$ cat config.mk
export PLATFORM = sky130hd
export DESIGN_NAME = aes_block_scheduler
export DESIGN_NICKNAME = d
export VERILOG_FILES = /design/src/rtl/aes_block_scheduler.sv
export SDC_FILE = /design/constraint.sdc
export NUM_CORES = 1
export LEC_CHECK = 0
export BUFFER_PORTS_ARGS = -buffer_cell sky130_fd_sc_hd__clkbuf_2
export CORE_AREA = 3 3 208 210
export DETAILED_ROUTE_END_ITERATION = 10
export DIE_AREA = 0 0 211 213
export GPL_TIMING_DRIVEN = 0
export SLEW_MARGIN = 20
export SYNTH_ARGS = -nofsm -noshare
export SYNTH_HDL_FRONTEND = slang
export SYNTH_SLANG_ARGS = --single-unit
$ cat constraint.sdc
create_clock -name clk -period 1.6 [get_ports clk]
set_input_delay 0 -clock clk [delete_from_list [all_inputs] [get_ports clk]]
set_output_delay 0 -clock clk [all_outputs]
set_load 0.03 [all_outputs]
$ cat src/rtl/aes_block_scheduler.sv
// Block scheduler between the AES input side, the round engine and the byte-serial output.
// Buffers one plaintext block, runs the engine under a watchdog, and releases ciphertext when the output is idle.
module aes_block_scheduler #(
    parameter int DATA_W  = 128,
    parameter int TIMEOUT = 64,
    parameter int CNT_W   = 16
) (
    input  logic              clk,
    input  logic              rst_,
    input  logic              pt_valid,
    input  logic [DATA_W-1:0] pt_in,
    output logic              input_ready,
    output logic              engine_start,
    output logic [DATA_W-1:0] engine_text,
    input  logic              engine_done,
    input  logic [DATA_W-1:0] engine_ct,
    output logic              done_out,
    output logic [DATA_W-1:0] ct_out,
    input  logic              output_read,
    output logic              busy,
    output logic [CNT_W-1:0]  block_count,
    output logic [2:0]        err_flags
);

    localparam int WDOG_W = (TIMEOUT > 0) ? $clog2(TIMEOUT + 1) : 1;

    typedef enum logic [1:0] {IDLE, START, RUN, HOLD} state_t;

    state_t              state;
    state_t              state_next;
    logic                pend_valid;
    logic [DATA_W-1:0]   pt_hold;
    logic [DATA_W-1:0]   ct_hold;
    logic                out_busy;
    logic [WDOG_W-1:0]   wdog;
    logic [WDOG_W-1:0]   wdog_inc;
    logic                timeout_hit;

    // The watchdog saturates; the timeout fires on the RUN cycle in which it would reach TIMEOUT.
    assign wdog_inc    = (wdog == {WDOG_W{1'b1}}) ? wdog : wdog + 1'b1;
    assign timeout_hit = (TIMEOUT != 0) && (wdog_inc == WDOG_W'(TIMEOUT));

    always_ff @(posedge clk) begin
        if (rst_) begin
            state <= IDLE;
        end else begin
            state <= state_next;
        end
    end

    always_comb begin
        state_next = state;
        case (state)
            IDLE:  if (pend_valid) state_next = START;
            START: state_next = RUN;
            RUN: begin
                if (engine_done) begin
                    state_next = HOLD;
                end else if (timeout_hit) begin
                    state_next = IDLE;
                end
            end
            HOLD:  if (!out_busy) state_next = pend_valid ? START : IDLE;
            default: state_next = IDLE;
        endcase
    end

    always_comb begin
        engine_start = (state == START);
        engine_text  = (state == START) ? pt_hold : '0;
        done_out     = (state == HOLD) && !out_busy;
        ct_out       = ((state == HOLD) && !out_busy) ? ct_hold : '0;
    end

    // Pending buffer, engine capture, output handshake and sticky error bookkeeping.
    always_ff @(posedge clk) begin
        if (rst_) begin
            pend_valid  <= 1'b0;
            pt_hold     <= '0;
            ct_hold     <= '0;
            out_busy    <= 1'b0;
            wdog        <= '0;
            block_count <= '0;
            err_flags   <= 3'b000;
        end else begin
            if (pt_valid && !pend_valid) begin
                pt_hold    <= pt_in;
                pend_valid <= 1'b1;
            end else if (state == START) begin
                pend_valid <= 1'b0;
            end
            if (pt_valid && pend_valid) begin
                err_flags[1] <= 1'b1;
            end

            wdog <= (state == RUN) ? wdog_inc : '0;
            if ((state == RUN) && engine_done) begin
                ct_hold <= engine_ct;
            end
            if ((state == RUN) && !engine_done && timeout_hit) begin
                err_flags[0] <= 1'b1;
            end
            if (engine_done && (state != RUN)) begin
                err_flags[2] <= 1'b1;
            end

            // done_out needs out_busy=0, so it can never coincide with a legal output_read.
            if (done_out) begin
                out_busy    <= 1'b1;
                block_count <= block_count + 1'b1;
            end else if (output_read) begin
                out_busy <= 1'b0;
            end
            if (output_read && !out_busy) begin
                err_flags[2] <= 1'b1;
            end
        end
    end

    assign input_ready = !pend_valid;
    assign busy        = (state != IDLE) || pend_valid || out_busy;

endmodule

# [Yosys cells after proc, flatten, opt, wreduce, memory -nomap -nowiden]
# Cells that the tools add are included.
[word_totals] reg_bits=286 latchBits=0 ramBits=0 rom_bits=0 inputBits=261 out_inout_bits=279 mem_count=0
[op_classes] n_addsub=2 n_mul=0 div_mod_pow=0 order_cmp=0 n_eq_ne=9 shift=0 n_mux=15 bitwise_logic=1 n_reduce_logical=20
[ops] cell="128-bit two-way mux" count=2
[ops] cell="16-bit by 1-bit adder with 16-bit output (second input constant)" count=1
[ops] cell="7-bit == test (second input constant)" count=2
[ops] cell="1-bit logical AND" count=8
[ops] cell="2-bit two-way mux" count=4
[ops] cell="2-bit case mux with 4 select lines" count=1
[ops] cell="2-bit nonzero test" count=4
[ops] cell="7-bit by 1-bit adder with 7-bit output (second input constant)" count=1
[ops] cell="1-bit two-way mux" count=7
[ops] cell="7-bit two-way mux" count=1
[ops] cell="2-bit != test (second input constant)" count=3
[ops] cell="2-bit == test (second input constant)" count=2
[ops] cell="1-bit logical NOT" count=3
[ops] cell="3-bit != test (second input constant)" count=1
[ops] cell="3-bit AND reduction" count=1
[ops] cell="2-bit by 1-bit == test with 1-bit output (second input constant)" count=1
[ops] cell="2-bit logical NOT" count=1
[ops] cell="1-bit logical OR" count=2
[ops] cell="2-bit OR reduction" count=1
[ops] cell="1-bit NOT" count=1

# [Logic depth before layout (Yosys ltp)]
[depth] word_depth=6 ltp_mapped=6 mapped_depth_nobuf=5

# [Worst setup path after synthesis]
# No wires, ideal clock.
[synth_timing] kind="register -> register" from="reg block_count[0]" to="reg block_count[10]" setup_time_ns=0.070 t_arrival_ns=1.854 t_required_ns=1.530 slack_ns=-0.324 path_stages_with_launch=6 path_cell_list="dfxtp_1 -> ha_1 -> and3_1 -> nand2_1 -> or4b_2 -> a21oi_1"
[synth_between] elab_chain_cells=1
[synth_rtl] item="from (decl)" line="21" text="output logic [CNT_W-1:0] block_count,"
[synth_rtl] item="from (signal assigned)" line="110" text="block_count <= block_count + 1'b1;"
[synth_rtl] item="16-bit by 1-bit adder with 16-bit output" line="110"
# No other way between the ends.
# A chain may end at the register's enable or synchronous reset.

# [Worst setup path after layout]
[layout_timing] from="reg state[0]" to="out engine_text[83]"
[layout_between] elab_chain_cells=2
[layout_rtl] item="from (decl)" line="29" text="state_t state;"
[layout_rtl] item="from (signal assigned)" line="47" text="state <= state_next;"
[layout_rtl] item="2-bit by 1-bit == test with 1-bit output" line="70" text="engine_text = (state == START) ? pt_hold : '0;"
[layout_rtl] item="128-bit two-way mux" line="70"
[layout_rtl] item="to (decl)" line="14" text="output logic [DATA_W-1:0] engine_text,"
# No other way between the ends.

==> implementation parameters <==
Parameter                              Value

Critical path
  Required time of the critical path    approximately 1.6 ns
  Most frequent cell on the critical path    clkbuf_16
  Maximum fanout along the worst path    6
  Number of buffer and inverter stages on the critical path    4
  Number of cells on the worst reg-to-reg path    6
  Cell with the largest stage delay on the worst path    dfxtp_4
  Kind of capture point of the worst setup path    output pin
  Worst R2R Setup Slack    -0.24 ns
  WS Path Type    flop to output pin
  Count of cell instances traversed by the critical path    6
  Ordered cell list for the critical path    nor2b_4 -> buf_12 -> clkbuf_16 -> clkbuf_16 -> and2_4 -> buf_8
  Critical path's top delay family    buffers and inverters
  Startpoint class of the critical path    flop
  Worst path max stage delay    0.37 ns
  Data arrival time of the worst path    1.87 ns

Timing
  Setup repair after global routing missed its margin    true
  Portion of the clock cycle consumed by the worst path in the final layout    117%
  Number of setup violations in the final report    267
  Transition time at the pin with the least slew margin    1.06 ns
  Final hold vios    0
  Worst Skew    ~0.016 ns
  Final critical-path setup slack    -0.274 ns
  Max Slew Vio Count    0
  Minimum period implied by the final worst setup slack    approximately 1.9 ns
  Max Clock Freq    ~530 MHz
  Slew margin rel.    29.6%

Clock tree
  Number of levels in the clock H-tree    2
  Master cell of the clock root buffer    clkbuf_16
  Clk_lat worst skew    approximately 0.53 ns
  CTS tree    yes
  CTS sink count    286
  Clock buffers created by TritonCTS    34
  Clock-pin slew of the registers on the worst-case setup and hold paths    0.05 ns
  Largest buffer count on any clock path    3

Drt
  Via count of the routed design    14873
  Starting DRT DRC Count    1193
  ANT nets after route    0
  Total iterations of the first detailed-routing run    6
  Overall routed net length    58800 um
  Post-DR wirelength/cell    19.5 um
  Number of vias per cell after detailed routing    4.94
  # DRC    0

Hold path
  Class of the tightest hold or removal check    primary input to flop
  Min-Delay Path Depth    2

Power
  Cell internal pwr    roughly 14 mW
  Switching power share of the total    26.3%
  Leakage dissipation    9.83 nW
  Net load switching power    4.95 mW
  Clock share of power    a little over two fifths
  Worst voltage drop across the vdd grid    a little over 0.8 mV
  PD cells    821 nW/um2
  Sequential fraction of design power    40.6%
  Combinational share of power    roughly 17%

GRT
  Global-route met3 utilization    6.92%
  Global-route wire length before repair    80100 um
  Met2 track demand over resource in global routing    40.2%
  Tot GR Track Use    22.4%
  Global routing usage on met1    23.6%
  Largest net degree at the start of global routing    14
  Most Crowded Layer GR    met2
  Number of global-route vias before repair    14719
  Antenna violations before repair    4
  Overflow left after global routing    0

Finish
  Layout cells sized above 1    between 30% and 40%
  Most common library cell in the layout ignoring fill and taps    nand2_1
  Area growth syn-to-layout    94.8%
  Non-filler instance count after layout    3008
  Leading cell types in the layout, fill and taps excluded    nand2_1, clkbuf_2, dfxtp_1
  NumNets Final    2702

Run
  Number of maximum-capacitance violations    0

Synth
  Sequential cell area fraction in the yosys report    48.8%
  Cell area after synthesis    between 10000 and 15000 um2
  Number of register bits inferred by synthesis    286
  Syn Nets    1821
  Unique cell type count in the Yosys netlist    38
  Total of warnings raised by yosys    0
  Cells after synthesis    1558
  Mapped Avg Cell Area    7.53 um2

Floorplan
  Number of primary I/O pins    540
  Overall die area    44900 um2
  Placeable core region    approximately 42000 um2
  Floorplan row count    75
  Initial Util    between 20% and 30%
  Width of the die    211 um
  Height of the chip    213 um

Placement
  HPWL reported at the end of detailed placement    34300 um
  Buffers on Ports    between 500 and 600
  RD Place Congestion    0.868
  Pre-CTS setup slack    -0.932 ns
  Total placed cells including tap cells    about 2600

Outcome
  Outcome    finished, violations left
  Failing checks    negative setup slack
[Yosys cell counts]
master / count / area share, %
nor3_1: 1 / 0.043
or4b_2: 1 / 0.085
dfxtp_1: 286 / 49
a21oi_1: 272 / 12
o21ai_0: 6 / 0.26
nor3b_1: 1 / 0.064
or3_1: 3 / 0.16
and2b_1: 1 / 0.064
nand3_1: 5 / 0.21
a221oi_1: 1 / 0.075
nand4bb_1: 1 / 0.096
buf_2: 1 / 0.043
o31ai_1: 5 / 0.32
a32o_1: 1 / 0.085
xor2_1: 6 / 0.45
nand2_1: 529 / 17
clkbuf_1: 110 / 3.5
or4_1: 5 / 0.32
and2_1: 258 / 14
inv_2: 1 / 0.032
nor4_1: 2 / 0.11
nor2_1: 18 / 0.58
or2b_1: 1 / 0.064
and4_1: 1 / 0.075
ha_1: 2 / 0.21
and3b_1: 1 / 0.075
inv_1: 6 / 0.19
nand2b_1: 2 / 0.11
nand3b_2: 1 / 0.096
xnor2_1: 5 / 0.37
o2111ai_1: 1 / 0.075
buf_1: 7 / 0.22
nor2b_1: 2 / 0.11
a311oi_1: 1 / 0.075
a31oi_1: 2 / 0.11
and3_1: 4 / 0.21
nand4_1: 7 / 0.37
a2111oi_0: 1 / 0.075
[power groups by stage]
stage / Combinational [mW] / Sequential (mW) / Clock, mW
2_1_floorplan: 0.993 / 7.70 / 0
3_3_place_gp: 1.76 / 7.72 / 0
3_5_place_dp: 1.78 / 7.73 / 0
4_1_cts: 2.68 / 7.59 / 8.14
5_1_grt: 3.32 / 7.65 / 8.39
6_report: 3.13 / 7.63 / 8.02
[path summary, 6_finish.rpt]
kind	from	to
max	state[0]	engine_text[83]
min	rst_	state[0]
max reg2reg	state[1]	block_count[13]
min reg2reg	ct_hold[31]	ct_hold[31]
[per-stage QoR]
stage | utilization, % | TNS (ns) | total power, mW | instance area (um2) | hold WS (ns)
floorplan | - | -0.0467 | 8.69 | 11800 | 0.136
CTS | 51.6 | -65.70 | 18.4 | 21500 | 0.0142
detailed placement | 36.4 | -245.66 | 9.51 | 15200 | 0.229
finish | 54.8 | -45.02 | 18.8 | 22900 | 0.0274
global route | 54.7 | -66.15 | 19.4 | 22900 | 0.0845
global placement | 36.4 | -241.04 | 9.48 | 15200 | 0.223
[per-layer routing]
layer,routed length [um],share of wire [%]
met3,5780,9.8
met1,20600,35
met5,13,0.022
met4,3290,5.6
met2,29100,49
[cell families (layout without fill, tap and decap cells)]
group	Yosys count	count (layout)	synth area share, %
compound gates	290	290	12.7
xor+xnor	11	11	0.821
fa+ha+maj	2	2	0.213
buf+inv	125	1030	4.01
flops	286	286	48.8
other cells	0	6	0
simple gates	844	844	33.5
[worst reg2reg max path, stage by stage, from the launching register on]
cell	delay, ns
dfxtp_4	0.39
nand3b_4	0.16
buf_4	0.18
buf_6	0.12
or3_4	0.37
or4_4	0.43
a21oi_2	0.12
[area by class of cell]
type | count | area (um2)
fillers | 3345 | 18900
repair buffers | 847 | 8070
multi-input cells | 1147 | 6120
flip-flops and latches | 286 | 5770
clock buffers | 52 | 1080
plain buffers | 115 | 1010
well taps | 539 | 674
clock inverters | 8 | 70.1
inverters | 7 | 38.8
repair inverters | 1 | 16.3
diodes | 6 | 15.0
[registers in the layout, summed over array words and instances (netlist names)]
name / flops
block_count: 16
ct_hold: 128
err_flags: 3
out_busy: 1
pend_valid: 1
pt_hold: 128
state: 2
wdog: 7
[what timing repair did]
item | 4_1_cts | 5_1_grt
pin swaps | 40 | 53
hold endpoints to repair | 261 | 0
endpoints found under the setup margin | 520 | 497
buffers inserted | 9 | 18
cloned | 8 | 15
gates resized for setup | 685 | 509
hold buffers | 260 | 0
(Power assumes the default switching activity.)
